<file path="src/rtl/package_settings.sv">
// rtl/package_settings.sv - shared shaper widths, peak sampler state and event types
package package_settings;

    localparam int SIZE_SHAPER_DATA     = 16;
    localparam int SIZE_SHAPER_CONSTANT = 8;
    localparam int SIZE_TIMESTAMP       = 32;

    typedef enum logic [1:0] {
        IDLE = 2'd0,
        TOP  = 2'd1,
        FLAT = 2'd2,
        PILE = 2'd3
    } peak_state_t;

    // Event layout at the default widths; the sampler packs the same field order.
    typedef struct packed {
        logic [SIZE_SHAPER_DATA-1:0] energy;
        logic                        pileup;
        logic [SIZE_TIMESTAMP-1:0]   time_stamp;
    } peak_evt_t;

endpackage

</file>
<file path="src/rtl/peak_evt_reg.sv">
// rtl/peak_evt_reg.sv - one-entry valid/ready event register with saturating lost counter
module peak_evt_reg
    import package_settings::*;
#(
    parameter int PAY_W  = SIZE_SHAPER_DATA + 1,
    parameter int LOST_W = 16
) (
    input  logic              clk,
    input  logic              reset,
    input  logic              emit,
    input  logic [PAY_W-1:0]  evt_in,
    input  logic              evt_ready,
    output logic              evt_valid,
    output logic [PAY_W-1:0]  evt_out,
    output logic [LOST_W-1:0] lost_cnt
);

    // Load on a free or draining slot, count a drop when the slot is stalled, else drain.
    always_ff @(posedge clk) begin
        if (reset) begin
            evt_valid <= 1'b0;
            evt_out   <= '0;
            lost_cnt  <= '0;
        end else if (emit && (!evt_valid || evt_ready)) begin
            evt_valid <= 1'b1;
            evt_out   <= evt_in;
        end else if (emit) begin
            if (lost_cnt != '1) begin
                lost_cnt <= lost_cnt + LOST_W'(1);
            end
        end else if (evt_valid && evt_ready) begin
            evt_valid <= 1'b0;
        end
    end

endmodule

</file>
<file path="src/rtl/trapez_peak_sampler.sv">
// rtl/trapez_peak_sampler.sv - trapezoid peak sampler; TRAPEZ_PEAK_TIMESTAMP_EN adds evt_time
module trapez_peak_sampler
    import package_settings::*;
#(
    parameter int DATA_W  = SIZE_SHAPER_DATA,
    parameter int CONST_W = SIZE_SHAPER_CONSTANT,
    parameter int LOST_W  = 16
`ifdef TRAPEZ_PEAK_TIMESTAMP_EN
    ,
    parameter int TS_W    = SIZE_TIMESTAMP
`endif
) (
    input  logic               clk,
    input  logic               reset,
    input  logic               enable,
    input  logic               pulse_time,
    input  logic [DATA_W-1:0]  shaper_data,
    input  logic [DATA_W-1:0]  threshold,
    input  logic [CONST_W-1:0] k_trapez,
    input  logic [CONST_W-1:0] l_trapez,
    output logic               evt_valid,
    input  logic               evt_ready,
    output logic [DATA_W-1:0]  evt_energy,
    output logic               evt_pileup,
`ifdef TRAPEZ_PEAK_TIMESTAMP_EN
    output logic [TS_W-1:0]    evt_time,
`endif
    output logic [LOST_W-1:0]  lost_cnt
);

    localparam int CNT_W = CONST_W + 2;
`ifdef TRAPEZ_PEAK_TIMESTAMP_EN
    localparam int PAY_W = DATA_W + 1 + TS_W;
`else
    localparam int PAY_W = DATA_W + 1;
`endif

    logic signed [DATA_W-1:0] d_q;
    logic signed [DATA_W-1:0] d_prev;
    logic signed [DATA_W-1:0] thr_s;
    logic                     above_now;
    logic                     above_prev;
    logic                     crossing;
    logic [CNT_W-1:0]         sample_pt;
    logic [CNT_W-1:0]         max_w;
    logic [CNT_W-1:0]         cnt;
    logic [DATA_W-1:0]        energy_q;
    peak_state_t              state;
    peak_state_t              state_nxt;
    logic                     emit;
    logic                     take_sample;
    logic [PAY_W-1:0]         evt_payload;
    logic [PAY_W-1:0]         evt_held;

    assign thr_s      = $signed(threshold);
    assign above_now  = d_q >= thr_s;
    assign above_prev = d_prev >= thr_s;
    assign crossing   = above_now && !above_prev;

    assign sample_pt = CNT_W'(k_trapez) + CNT_W'(l_trapez >> 1);
    assign max_w     = (CNT_W'(k_trapez) << 1) + CNT_W'(l_trapez) + CNT_W'(2);

    // Two-deep sample history for the rising-edge threshold test.
    always_ff @(posedge clk) begin
        if (reset) begin
            d_q    <= '0;
            d_prev <= '0;
        end else begin
            d_q    <= $signed(shaper_data);
            d_prev <= d_q;
        end
    end

    // Pulse tracking: gate/enable loss always wins, then fall, then sample point or timeout.
    always_comb begin
        state_nxt   = state;
        emit        = 1'b0;
        take_sample = 1'b0;
        if (!enable || !pulse_time) begin
            state_nxt = IDLE;
        end else begin
            case (state)
                IDLE: begin
                    if (crossing) state_nxt = TOP;
                end
                TOP: begin
                    if (!above_now) begin
                        state_nxt = IDLE;
                    end else if (cnt == sample_pt) begin
                        take_sample = 1'b1;
                        state_nxt   = FLAT;
                    end
                end
                FLAT: begin
                    if (!above_now) begin
                        emit      = 1'b1;
                        state_nxt = IDLE;
                    end else if (cnt == max_w) begin
                        state_nxt = PILE;
                    end
                end
                PILE: begin
                    if (!above_now) begin
                        emit      = 1'b1;
                        state_nxt = IDLE;
                    end
                end
                default: state_nxt = IDLE;
            endcase
        end
    end

    // State, offset counter (0 in the crossing cycle, saturating) and clamped energy latch.
    always_ff @(posedge clk) begin
        if (reset) begin
            state    <= IDLE;
            cnt      <= '0;
            energy_q <= '0;
        end else begin
            state <= state_nxt;
            if (state_nxt == IDLE) begin
                cnt <= '0;
            end else if (cnt != '1) begin
                cnt <= cnt + CNT_W'(1);
            end
            if (take_sample) begin
                energy_q <= d_q[DATA_W-1] ? '0 : $unsigned(d_q);
            end
        end
    end

`ifdef TRAPEZ_PEAK_TIMESTAMP_EN
    logic [TS_W-1:0] ts_cnt;
    logic [TS_W-1:0] ts_q;

    // Free-running timestamp, captured when a crossing starts a pulse.
    always_ff @(posedge clk) begin
        if (reset) begin
            ts_cnt <= '0;
            ts_q   <= '0;
        end else begin
            ts_cnt <= ts_cnt + TS_W'(1);
            if (state == IDLE && state_nxt == TOP) begin
                ts_q <= ts_cnt;
            end
        end
    end

    assign evt_payload = {energy_q, (state == PILE), ts_q};
    assign evt_time    = evt_held[TS_W-1:0];
`else
    assign evt_payload = {energy_q, (state == PILE)};
`endif

    peak_evt_reg #(
        .PAY_W  (PAY_W),
        .LOST_W (LOST_W)
    ) u_evt_reg (
        .clk       (clk),
        .reset     (reset),
        .emit      (emit),
        .evt_in    (evt_payload),
        .evt_ready (evt_ready),
        .evt_valid (evt_valid),
        .evt_out   (evt_held),
        .lost_cnt  (lost_cnt)
    );

    assign evt_energy = evt_held[PAY_W-1 -: DATA_W];
    assign evt_pileup = evt_held[PAY_W-DATA_W-1];

endmodule

</file>
<file path="config.mk">
export PLATFORM = sky130hd
export DESIGN_NAME = trapez_peak_sampler
export DESIGN_NICKNAME = d
export VERILOG_FILES = /design/src/rtl/package_settings.sv /design/src/rtl/peak_evt_reg.sv /design/src/rtl/trapez_peak_sampler.sv
export SDC_FILE = /design/constraint.sdc
export NUM_CORES = 1
export LEC_CHECK = 0
export ABC_AREA = 1
export BUFFER_PORTS_ARGS = -buffer_cell sky130_fd_sc_hd__buf_4
export CORE_ASPECT_RATIO = 0.5
export CORE_MARGIN = 2
export CORE_UTILIZATION = 62
export DETAILED_ROUTE_END_ITERATION = 12
export GPL_ROUTABILITY_DRIVEN = 0
export PLACE_DENSITY = 0.95
export SLEW_MARGIN = 20
export SYNTH_ARGS = -nofsm -noshare
export SYNTH_HDL_FRONTEND = slang
export SYNTH_SLANG_ARGS = --single-unit
</file>
<file path="constraint.sdc">
create_clock -name clk -period 7.11 [get_ports clk]
set_clock_uncertainty 0.1 [all_clocks]
set_input_delay 1.0665 -clock clk [delete_from_list [all_inputs] [get_ports clk]]
set_output_delay 1.0665 -clock clk [all_outputs]
set_load 0.02 [all_outputs]
</file>
==> qor.csv, run 1 <==
stage,metric,value,unit
timing,fin crit period,3.30,ns
detailed_routing,Via density,5.42,
clocking,post-CTS resize count,0,
timing,RSZ-0062 raised after global routing,no,
setup_path,Worst setup EP type,flop,
final_layout,share of cells above drive strength 1,15.1,%
clocking,Hold Buf Count CTS,0,
synthesis,syn avg cell area,7.22,um2
global_routing,largest net degree at the start of global routing,50,
floorplan,# IOs,87,
synthesis,Post-synth EDFFs,0,
setup_path,Worst path max stage delay,0.45,ns
global_routing,vias in the first global route,5247,
clocking,CTS sink cnt,92,
synthesis,"Seq/Total Area, Yosys",33.2,%
timing,Tightest Pin Transition,0.919,ns
synthesis,"Warnings, synthesis",0,
detailed_routing,TritonRoute pass-1 iters,5,
clocking,CTS tree,yes,
final_layout,most frequent cells in the layout,"155 x nand2_1, 128 x inv_1, 113 x nor2_1",
global_routing,initial antenna violation count,0,
synthesis,Mapped Area,0.00555,mm2
floorplan,site row count,24,
global_routing,first-pass GRT wire length,23000,um
clocking,setup bufs post-CTS,0,
final_layout,"commonest non-fill, non-tap cell in the layout",nand2_1,
placement,pre-CTS WS,3.51,ns
power,Worst VDD drop,0.000123,V
synthesis,Yosys top cell by area,dfxtp_1,
floorplan,Starting Density,63.7,%
floorplan,Die Area,0.00976,mm2
setup_path,CP Max Fanout,11,
timing,final hold viol count,0,
power,Lkg Pwr,3.25,nW
floorplan,Die W,138,um
clocking,clk_lat worst skew,0.34,ns
setup_path,CP required,7.28,ns
final_layout,final net count,954,
placement,DP Cell Count,951,
synthesis,cell count after synthesis,768,
min_path,Min-Delay Path Depth,2,
synthesis,Yosys reg bits,92,
timing,TNS Setup,0,ns
min_path,Hold Path Sink,d_prev[8],
synthesis,synth unique cells,37,
synthesis,top cell type's share of synthesized area,33.2,%
timing,final setup margin,3.81,ns
timing,Slew Limit Fails,0,
synthesis,predominant post-synthesis flop cell,dfxtp_1,
synthesis,syn nets,877,
power,PwrDens,179,mW/mm2
clocking,CTS HTree Levels,3,
setup_path,"slowest stage cell, crit path",fa_1,
detailed_routing,drt initial violations,352,
detailed_routing,DR DRC count,0,
final_layout,fill cell count,620,
min_path,hold path startpoint,d_q[8],
detailed_routing,routed length per instance,14.1,um
final_layout,multi-input logic area,0.00310,mm2
global_routing,grt total ovfl,0,
timing,worst rel slew slack,38.7,%
setup_path,"most used cell, CP",nand2_1,
min_path,hold crit path type,flop to flop,
timing,f_max,303,MHz
setup_path,Crit Path Class,input port to flop,
setup_path,Worst EP arrival,3.48,ns
placement,HPWL after detailed placement,9440,um
global_routing,Total GRT Usage,29.2,%
clocking,CTS root buf,clkbuf_16,
placement,IO Port Bufs,85,
synthesis,ys async rst share,0,%
clocking,maximum clock insertion buffer count,2,
run,maxcap violations,0,
setup_path,critical-path cell list,"buf_4, ha_1, ha_1, fa_1, nand2_1, nand2_1, nor2_1, nand3_1, nor2_1, nand3_1, nor2_1, nand3_1, nor2_1, nand2_1, nand2_1, nand2_1, a21oi_1",
clocking,CTS Buf Count,9,
run_status,run status,completed,
floorplan,Core Footprint,0.00871,mm2
final_layout,Area Growth Syn to Fin,16.9,%
final_layout,register area,0.00184,mm2
timing,Finish-stage setup viols,0,
setup_path,r2r startpoint,d_q[15],
setup_path,worst reg2reg path depth,12,
detailed_routing,Via Count,5243,
detailed_routing,number of routed nets with antenna violations,0,
synthesis,ranking of synthesized cells by area,"dfxtp_1 33%, ha_1 11%, nand2_1 10%",
final_layout,Post-Layout Cell Count,967,
final_layout,diode count,0,
timing,ratio of final minimum period to clock period,46.5,%
setup_path,R2R Path End,u_evt_reg.lost_cnt[2],
setup_path,Reg2Reg Setup Slack,4.38,ns
setup_path,crit start category,input port,
detailed_routing,total wire length,13600,um
floorplan,chip height,70.9,um
clocking,Clock Pin Slew Worst Setup and Hold Paths,0.07,ns
final_layout,post-layout util,74.4,%
Yosys cell counts (3+ instances only):
| library cell | count |
|---|---|
| a21oi_1 | 49 |
| a21oi_2 | 10 |
| buf_1 | 4 |
| buf_6 | 6 |
| clkbuf_1 | 5 |
| dfxtp_1 | 92 |
| fa_1 | 7 |
| ha_1 | 49 |
| inv_1 | 128 |
| nand2_1 | 155 |
| nand3_1 | 38 |
| nand3b_1 | 5 |
| nand4_1 | 20 |
| nor2_1 | 113 |
| nor2_2 | 4 |
| nor3_1 | 4 |
| nor4_1 | 3 |
| o21ai_0 | 17 |
| o21ai_1 | 8 |
| xnor2_1 | 9 |
| xor2_1 | 19 |
registers in the layout, indices dropped and copies added, names as in the netlist:
register             count
energy_q                15
u_evt_reg.lost_cnt      16
u_evt_reg.evt_valid      1
d_q                     16
d_prev                  16
u_evt_reg.evt_out       16
state                    2
cnt                     10
metal layers:
layer | vias to the layer above | wire length (um) | global-route usage [%]
met5 | - | 0 | 0
met4 | 0 | 441 | 12.7
met3 | 49 | 728 | 6.16
met2 | 198 | 7010 | 55.2
met1 | 2420 | 5470 | 31.8
li1 | 2576 | - | -
power breakdown:
part,total (mW),internal (mW),switching (mW)
Sequential,0.529,0.524,0.00459
Clock,0.451,0.241,0.210
Combinational,0.179,0.0729,0.106
worst max path at each step:
stage                     start  endpoint  slack [ns]  cells past startpoint
floorplan           k_trapez[1]    cnt[1]        3.92                     17
global placement    k_trapez[1]    cnt[8]        3.60                     17
detailed placement  k_trapez[1]    cnt[2]        3.51                     17
CTS                 k_trapez[1]    cnt[2]        3.84                     17
global route        k_trapez[1]    cnt[2]        3.56                     17
finish              k_trapez[1]    cnt[2]        3.81                     17
final cells by class:
class | count | share of cell area, %
Timing Repair Buffer | 85 | 9.85
Sequential cell | 92 | 28.4
Tap cell | 117 | 2.26
Clock inverter | 6 | 0.734
Inverter | 128 | 7.41
Multi-Input combinational cell | 529 | 47.8
Clock buffer | 10 | 3.53
worst max-delay path: cells and delay by family:
family	cells	cell delay, ns
AO/OA/AOI/OAI	1	0.22
AND/OR/NAND/NOR	12	1.08
buffers and inverters	1	0.11
adder cells (fa/ha/maj)	3	1.00
per-stage QoR:
step           hold WS (ns)  area, um2  total power, mW
5_1_grt               0.360       6480             1.20
6_report              0.356       6480             1.16
2_1_floorplan         0.318       5550            0.661
3_3_place_gp          0.341       6200            0.704
3_5_place_dp          0.340       6200            0.714
4_1_cts               0.357       6480             1.16
logic make-up after synthesis:
family | Yosys count | synth area share, %
muxes | 1 | 0.180
adders and majority gates | 56 | 13.6
AOI/OAI and AO/OA | 88 | 8.96
buffers and inverters | 147 | 10.9
DFF | 92 | 33.2
and+or+nand+nor | 355 | 28.6
xor gates and xnor gates | 28 | 4.42
other | 1 | 0.0676
No activity file was read; power rests on OpenSTA's default activity.
==> inputs of run 2 (changes only) <==
--- a/config.mk
+++ b/config.mk
@@ -9,10 +9,10 @@
 export BUFFER_PORTS_ARGS = -buffer_cell sky130_fd_sc_hd__buf_4
 export CORE_ASPECT_RATIO = 0.5
 export CORE_MARGIN = 2
-export CORE_UTILIZATION = 62
+export CORE_UTILIZATION = 52
 export DETAILED_ROUTE_END_ITERATION = 12
 export GPL_ROUTABILITY_DRIVEN = 0
-export PLACE_DENSITY = 0.95
+export PLACE_DENSITY = 0.86
 export SLEW_MARGIN = 20
 export SYNTH_ARGS = -nofsm -noshare
 export SYNTH_HDL_FRONTEND = slang
==> constraint.sdc (replaced) <==
create_clock -name clk -period 2.65 [get_ports clk]
set_clock_uncertainty 0.1 [all_clocks]
set_input_delay 0.3975 -clock clk [delete_from_list [all_inputs] [get_ports clk]]
set_output_delay 0.3975 -clock clk [all_outputs]
set_load 0.02 [all_outputs]
==> qor.csv, run 2 (synthesized netlist as in run 1, its figures left out) <==
stage,metric,value,unit,change
power,total power,3.24,mW,+180%
timing,Tightest Pin Transition,0.660,ns,-0.259 ns
setup_path,CP required,2.82,ns,-4.46 ns
floorplan,chip height,77.0,um,+8.7%
run,maxcap violations,0,,unchanged
final_layout,share of cells above drive strength 1,17.4,%,+2.4 points
detailed_routing,drt initial violations,216,,-39%
global_routing,vias in the first global route,5037,,-4.0%
timing,Hold WS,0.156,ns,-0.200 ns
setup_path,Worst setup EP type,flop,,
setup_path,CP Max Fanout,11,,unchanged
floorplan,# IOs,87,,unchanged
setup_path,worst setup path end,cnt[1],,
clocking,CTS sink cnt,92,,unchanged
setup_path,"slowest stage cell, crit path",fa_1,,
setup_path,R2R Path End,u_evt_reg.lost_cnt[7],,
clocking,CTS root buf,clkbuf_16,,
power,PwrDens,480,mW/mm2,+170%
clocking,CTS Buf Count,9,,unchanged
global_routing,largest net degree at the start of global routing,49,,-2.0%
setup_path,Crit Path Class,input port to flop,,
timing,final setup margin,0.224,ns,-3.58 ns
setup_path,r2r startpoint,d_q[15],,
final_layout,fill cell count,846,,+36%
timing,f_max,412,MHz,
timing,fin crit period,2.43,ns,
clocking,Clock Pin Slew Worst Setup and Hold Paths,0.07,ns,about the same
floorplan,Starting Density,54.0,%,-9.7 points
final_layout,diode count,0,,unchanged
final_layout,most frequent cells in the layout,"153 x nand2_1, 128 x inv_1, 112 x nor2_1",,
global_routing,initial antenna violation count,0,,unchanged
setup_path,Worst EP arrival,2.60,ns,-0.88 ns
detailed_routing,TritonRoute pass-1 iters,5,,unchanged
floorplan,Core Footprint,0.0103,mm2,+18%
placement,IO Port Bufs,85,,unchanged
setup_path,critical-path cell list,"buf_4, ha_1, ha_2, fa_1, nand2_1, nand2_1, nor2_1, nand3_1, nor2_1, nand3_1, nor2_1, nand3_1, nor2_1, nand2_1, nand2_1, nand2_4, a21oi_1",,
timing,RSZ-0062 raised after global routing,no,,
placement,pre-CTS WS,-0.263,ns,-3.77 ns
min_path,hold path startpoint,shaper_data[2],,
detailed_routing,total wire length,12500,um,-8.0%
global_routing,grt total ovfl,0,,unchanged
setup_path,Setup crit start,k_trapez[1],,
final_layout,"commonest non-fill, non-tap cell in the layout",nand2_1,,
floorplan,site row count,26,,+8.3%
timing,ratio of final minimum period to clock period,91.5,%,
clocking,CTS HTree Levels,3,,unchanged
setup_path,worst reg2reg path depth,12,,unchanged
min_path,hold crit path type,input port to flop,,
final_layout,Area Growth Syn to Fin,21.5,%,
power,Worst VDD drop,0.000379,V,+210%
setup_path,crit start category,input port,,
timing,TNS Setup,0,ns,unchanged
detailed_routing,Via density,5.02,,-7.4%
final_layout,post-layout util,65.6,%,-8.8 points
detailed_routing,number of routed nets with antenna violations,0,,unchanged
clocking,maximum clock insertion buffer count,2,,unchanged
setup_path,Reg2Reg Setup Slack,0.24,ns,-4.14 ns
floorplan,Die Area,0.0116,mm2,+18%
timing,Finish-stage setup viols,0,,unchanged
clocking,setup bufs post-CTS,0,,unchanged
detailed_routing,Via Count,5057,,-3.5%
timing,Slew Limit Fails,0,,unchanged
timing,final hold viol count,0,,unchanged
floorplan,Die W,150,um,+8.9%
run_status,run status,completed,,
global_routing,first-pass GRT wire length,22000,um,-4.4%
setup_path,Worst path max stage delay,0.46,ns,about the same
timing,worst rel slew slack,55.9,%,+17 points
detailed_routing,DR DRC count,0,,unchanged
detailed_routing,routed length per instance,12.5,um,-12%
clocking,clk_lat worst skew,0.34,ns,about the same
clocking,CTS tree,yes,,
final_layout,final net count,971,,+1.8%
power,Lkg Pwr,3.37,nW,+3.6%
global_routing,Total GRT Usage,23.1,%,-6.1 points
clocking,post-CTS resize count,0,,unchanged
placement,HPWL after detailed placement,9690,um,+2.6%
clocking,Hold Buf Count CTS,0,,unchanged
-- run 2: stage by stage --
step | instance area (um2) | instances
3_3_place_gp | 6400 | 991
5_1_grt | 6740 | 1007
6_report | 6740 | 1007
3_5_place_dp | 6400 | 991
4_1_cts | 6710 | 1007
2_1_floorplan | 5550 | 768
-- run 2: worst min path at each step --
stage | to | slack, ns | cells past startpoint
after floorplan | d_prev[10] | 0.32 | 2
after global placement | d_prev[3] | 0.34 | 2
after detailed placement | d_prev[9] | 0.34 | 2
after CTS | d_q[0] | 0.15 | 3
after global routing | d_q[2] | 0.16 | 3
final | d_q[2] | 0.16 | 3
-- run 2: critical path: cells and delay by family --
family	cells	cell delay, ns
simple gates	12	0.96
fa+ha+maj	3	0.98
compound gates	1	0.14
buf+inv	1	0.11
-- run 2: routing by layer --
metal | part of all wire (%) | track usage, % | up-vias
met4 | 1.5 | 6.51 | 0
met5 | 0 | 0 | -
met1 | 43 | 27.2 | 2306
met2 | 51 | 43.2 | 120
li1 | - | - | 2609
met3 | 3.6 | 3.75 | 22
-- run 2: power by group --
| part | total [mW] | internal (mW) | switching [mW] |
|---|---|---|---|
| clock network | 1.32 | 0.788 | 0.532 |
| logic | 0.497 | 0.215 | 0.282 |
| registers | 1.42 | 1.41 | 0.0122 |
| total | 3.24 | 2.41 | 0.826 |
-- run 2: cell type report --
| class | instances | area [um2] | area share [%] |
|---|---|---|---|
| tap | 140 | 175 | 2.60 |
| timing repair buffer | 102 | 803 | 11.9 |
| clock buffer | 12 | 256 | 3.80 |
| multi-input combinational | 529 | 3130 | 46.4 |
| clock inverter | 4 | 55.1 | 0.817 |
| sequential | 92 | 1840 | 27.3 |
| inverter | 128 | 480 | 7.13 |
==> inputs of run 3 (changes only) <==
--- a/config.mk
+++ b/config.mk
@@ -6,13 +6,13 @@
 export NUM_CORES = 1
 export LEC_CHECK = 0
 export ABC_AREA = 1
-export BUFFER_PORTS_ARGS = -buffer_cell sky130_fd_sc_hd__buf_4
 export CORE_ASPECT_RATIO = 0.5
 export CORE_MARGIN = 2
-export CORE_UTILIZATION = 52
+export CORE_UTILIZATION = 58
 export DETAILED_ROUTE_END_ITERATION = 12
+export DONT_BUFFER_PORTS = 1
 export GPL_ROUTABILITY_DRIVEN = 0
-export PLACE_DENSITY = 0.86
+export PLACE_DENSITY = 0.85
 export SLEW_MARGIN = 20
 export SYNTH_ARGS = -nofsm -noshare
 export SYNTH_HDL_FRONTEND = slang
==> constraint.sdc (replaced) <==
create_clock -name clk -period 2.65 [get_ports clk]
set_clock_uncertainty 0.1 [all_clocks]
set_input_delay 0.3975 -clock clk [delete_from_list [all_inputs] [get_ports clk]]
set_output_delay 0.3975 -clock clk [all_outputs]
set_load 0.05 [all_outputs]
==> qor.csv, run 3 (synthesized netlist as in run 1, its figures left out) <==
stage,metric,value,unit,change
setup_path,R2R Path End,u_evt_reg.lost_cnt[0],,
power,total power,3.21,mW,-0.84%
setup_path,"slowest stage cell, crit path",dfxtp_1,,
floorplan,Core Footprint,0.00935,mm2,-9.0%
min_path,Min-Delay Path Depth,1,,-2
detailed_routing,routed length per instance,12.7,um,+2.2%
global_routing,grt total ovfl,0,,unchanged
timing,final hold viol count,0,,unchanged
setup_path,CP required,2.84,ns,+0.02 ns
floorplan,site row count,25,,-3.8%
power,sw frac,25.4,%,-0.17 points
timing,final setup margin,0.215,ns,-0.00903 ns
timing,Hold WS,0.0187,ns,-0.137 ns
setup_path,"most used cell, CP",nand2_1,,
global_routing,vias in the first global route,4498,,-11%
timing,fin crit period,2.43,ns,+0.00903 ns
floorplan,# IOs,87,,unchanged
global_routing,initial antenna violation count,0,,unchanged
detailed_routing,Via density,5.15,,+2.5%
final_layout,diode count,0,,unchanged
final_layout,most frequent cells in the layout,"154 x nand2_1, 128 x inv_1, 113 x nor2_1",,
timing,Tightest Pin Transition,0.663,ns,+0.00337 ns
clocking,maximum clock insertion buffer count,2,,unchanged
final_layout,post-layout util,65.8,%,+0.23 points
final_layout,Post-Layout Cell Count,915,,-9.1%
clocking,setup bufs post-CTS,0,,unchanged
floorplan,Starting Density,59.3,%,+5.3 points
placement,pre-CTS WS,-0.161,ns,+0.103 ns
setup_path,CP top delay family,simple AND/OR/NAND/NOR gates,,
power,Clock Power Share,43.2,%,+2.4 points
detailed_routing,Via Count,4708,,-6.9%
clocking,clk_lat worst skew,0.34,ns,about the same
setup_path,CP Max Fanout,16,,+5
global_routing,largest net degree at the start of global routing,50,,+2.0%
timing,f_max,411,MHz,-0.37%
setup_path,Worst setup EP type,flop,,
setup_path,critical-path cell list,"ha_1, nand2_1, o21bai_1, nand2_1, a21oi_1, nand3_1, nand2_1, nand3_4, nor2_8, nand3_4, nand2_1, nand2_1, nor2_1",,
timing,Slew Limit Fails,0,,unchanged
power,Net Switching,0.814,mW,-1.5%
detailed_routing,drt initial violations,231,,+6.9%
setup_path,Worst EP arrival,2.62,ns,+0.02 ns
power,Comb pwr share,12.6,%,-2.8 points
placement,DP Cell Count,898,,-9.4%
power,PwrDens,521,mW/mm2,+8.6%
global_routing,first-pass GRT wire length,19300,um,-12%
timing,RSZ-0062 raised after global routing,no,,
final_layout,final net count,898,,-7.5%
clocking,CTS HTree Levels,3,,unchanged
min_path,hold crit path type,input port to flop,,
power,sequential share of power,44.2,%,+0.4 points
setup_path,Reg2Reg Setup Slack,0.22,ns,-0.02 ns
floorplan,chip height,73.2,um,-5.0%
timing,worst rel slew slack,55.7,%,-0.23 points
min_path,hold path startpoint,reset,,
final_layout,Area Growth Syn to Fin,11.0,%,
detailed_routing,DR DRC count,0,,unchanged
power,Pint,2.39,mW,-0.61%
final_layout,fill cell count,791,,-6.5%
placement,HPWL after detailed placement,8850,um,-8.7%
power,Lkg Pwr,3.00,nW,-11%
run,maxcap violations,0,,unchanged
clocking,CTS tree,yes,,
global_routing,Total GRT Usage,23.2,%,+0.12 points
detailed_routing,TritonRoute pass-1 iters,4,,-1
final_layout,"commonest non-fill, non-tap cell in the layout",nand2_1,,
setup_path,Worst path max stage delay,0.33,ns,-0.13 ns
floorplan,Die W,142,um,-5.2%
setup_path,crit start category,flop,,
detailed_routing,total wire length,11700,um,-7.1%
setup_path,worst reg2reg path depth,13,,+1
min_path,Hold Path Sink,u_evt_reg.evt_valid,,
timing,Finish-stage setup viols,0,,unchanged
detailed_routing,number of routed nets with antenna violations,0,,unchanged
setup_path,WP buf/inv,0,,-1
placement,IO Port Bufs,0,,-100%
final_layout,share of cells above drive strength 1,9.19,%,-8.2 points
timing,ratio of final minimum period to clock period,91.9,%,+0.34 points
setup_path,r2r startpoint,d_q[15],,
clocking,Clock Pin Slew Worst Setup and Hold Paths,0.07,ns,about the same
clocking,CTS Buf Count,9,,unchanged
run_status,run status,completed,,
clocking,CTS root buf,clkbuf_16,,
floorplan,Die Area,0.0104,mm2,-10%
power,Worst VDD drop,0.000277,V,-27%
clocking,CTS sink cnt,92,,unchanged
setup_path,Crit Path Class,flop to flop,,
[run 3: changes by cell type in the layout (fill, tap and decap cells not counted), sizes merged]
cell	before	now
buf	102	28
bufinv	1	2
clkbuf	12	9
clkinvlp	1	2
dlygate4sd3	0	1
inv	129	130
[run 3: layout make-up]
type	count	area, um2	share of cell area (%)
Multi-Input combinational cell	529	3100	50.4
Sequential cell	92	1840	29.9
Inverter	128	480	7.81
Timing Repair Buffer	29	258	4.19
Clock buffer	9	225	3.66
Tap cell	121	151	2.46
Clock inverter	7	97.6	1.59
[run 3: how the worst max path moves through the flow]
stage                     slack [ns]         from  cells after the start                    end
final                           0.22      d_q[15]                     13  u_evt_reg.lost_cnt[0]
after global routing          0.0002      d_q[15]                     13  u_evt_reg.lost_cnt[0]
after CTS                       0.18  k_trapez[1]                     16                 cnt[1]
after detailed placement       -0.16  k_trapez[1]                     16                 cnt[1]
after global placement         -0.06  k_trapez[1]                     16                 cnt[8]
after floorplan                 0.13  k_trapez[1]                     17                 cnt[1]
[run 3: power groups by stage]
stage          Combinational [mW]  Sequential [mW]  Clock, mW
2_1_floorplan               0.329             1.45          0
3_3_place_gp                0.382             1.45          0
3_5_place_dp                0.399             1.45          0
4_1_cts                     0.404             1.42       1.40
5_1_grt                     0.467             1.42       1.45
6_report                    0.404             1.42       1.38
[run 3: worst reg2reg max path, delay by kind of cell, from the launching register on]
kind                       cells  cell delay [ns]
AOI/OAI and AO/OA              2             0.31
adders and majority gates      1             0.32
DFF                            1             0.33
and+or+nand+nor               10             1.32
[run 3: stage by stage]
stage / setup TNS [ns] / instance area, um2
floorplan: 0 / 5550
global placement: -0.602 / 5820
detailed placement: -1.66 / 5820
CTS: 0 / 6140
global route: 0 / 6150
finish: 0 / 6150
[run 3: timing repair]
item / CTS / global route
endpoints found under the hold margin: 0 / 2
setup endpoints to repair: 0 / 9
hold buffers: 0 / 1
resized for setup: 0 / 1
[run 3: per-layer routing]
layer / vias up / track usage [%] / part of all wire, %
li1: 2448 / - / -
met1: 2142 / 26.3 / 43
met2: 92 / 42.8 / 50
met3: 26 / 5.58 / 4.5
met4: 0 / 9.79 / 2.2
met5: - / 0 / 0
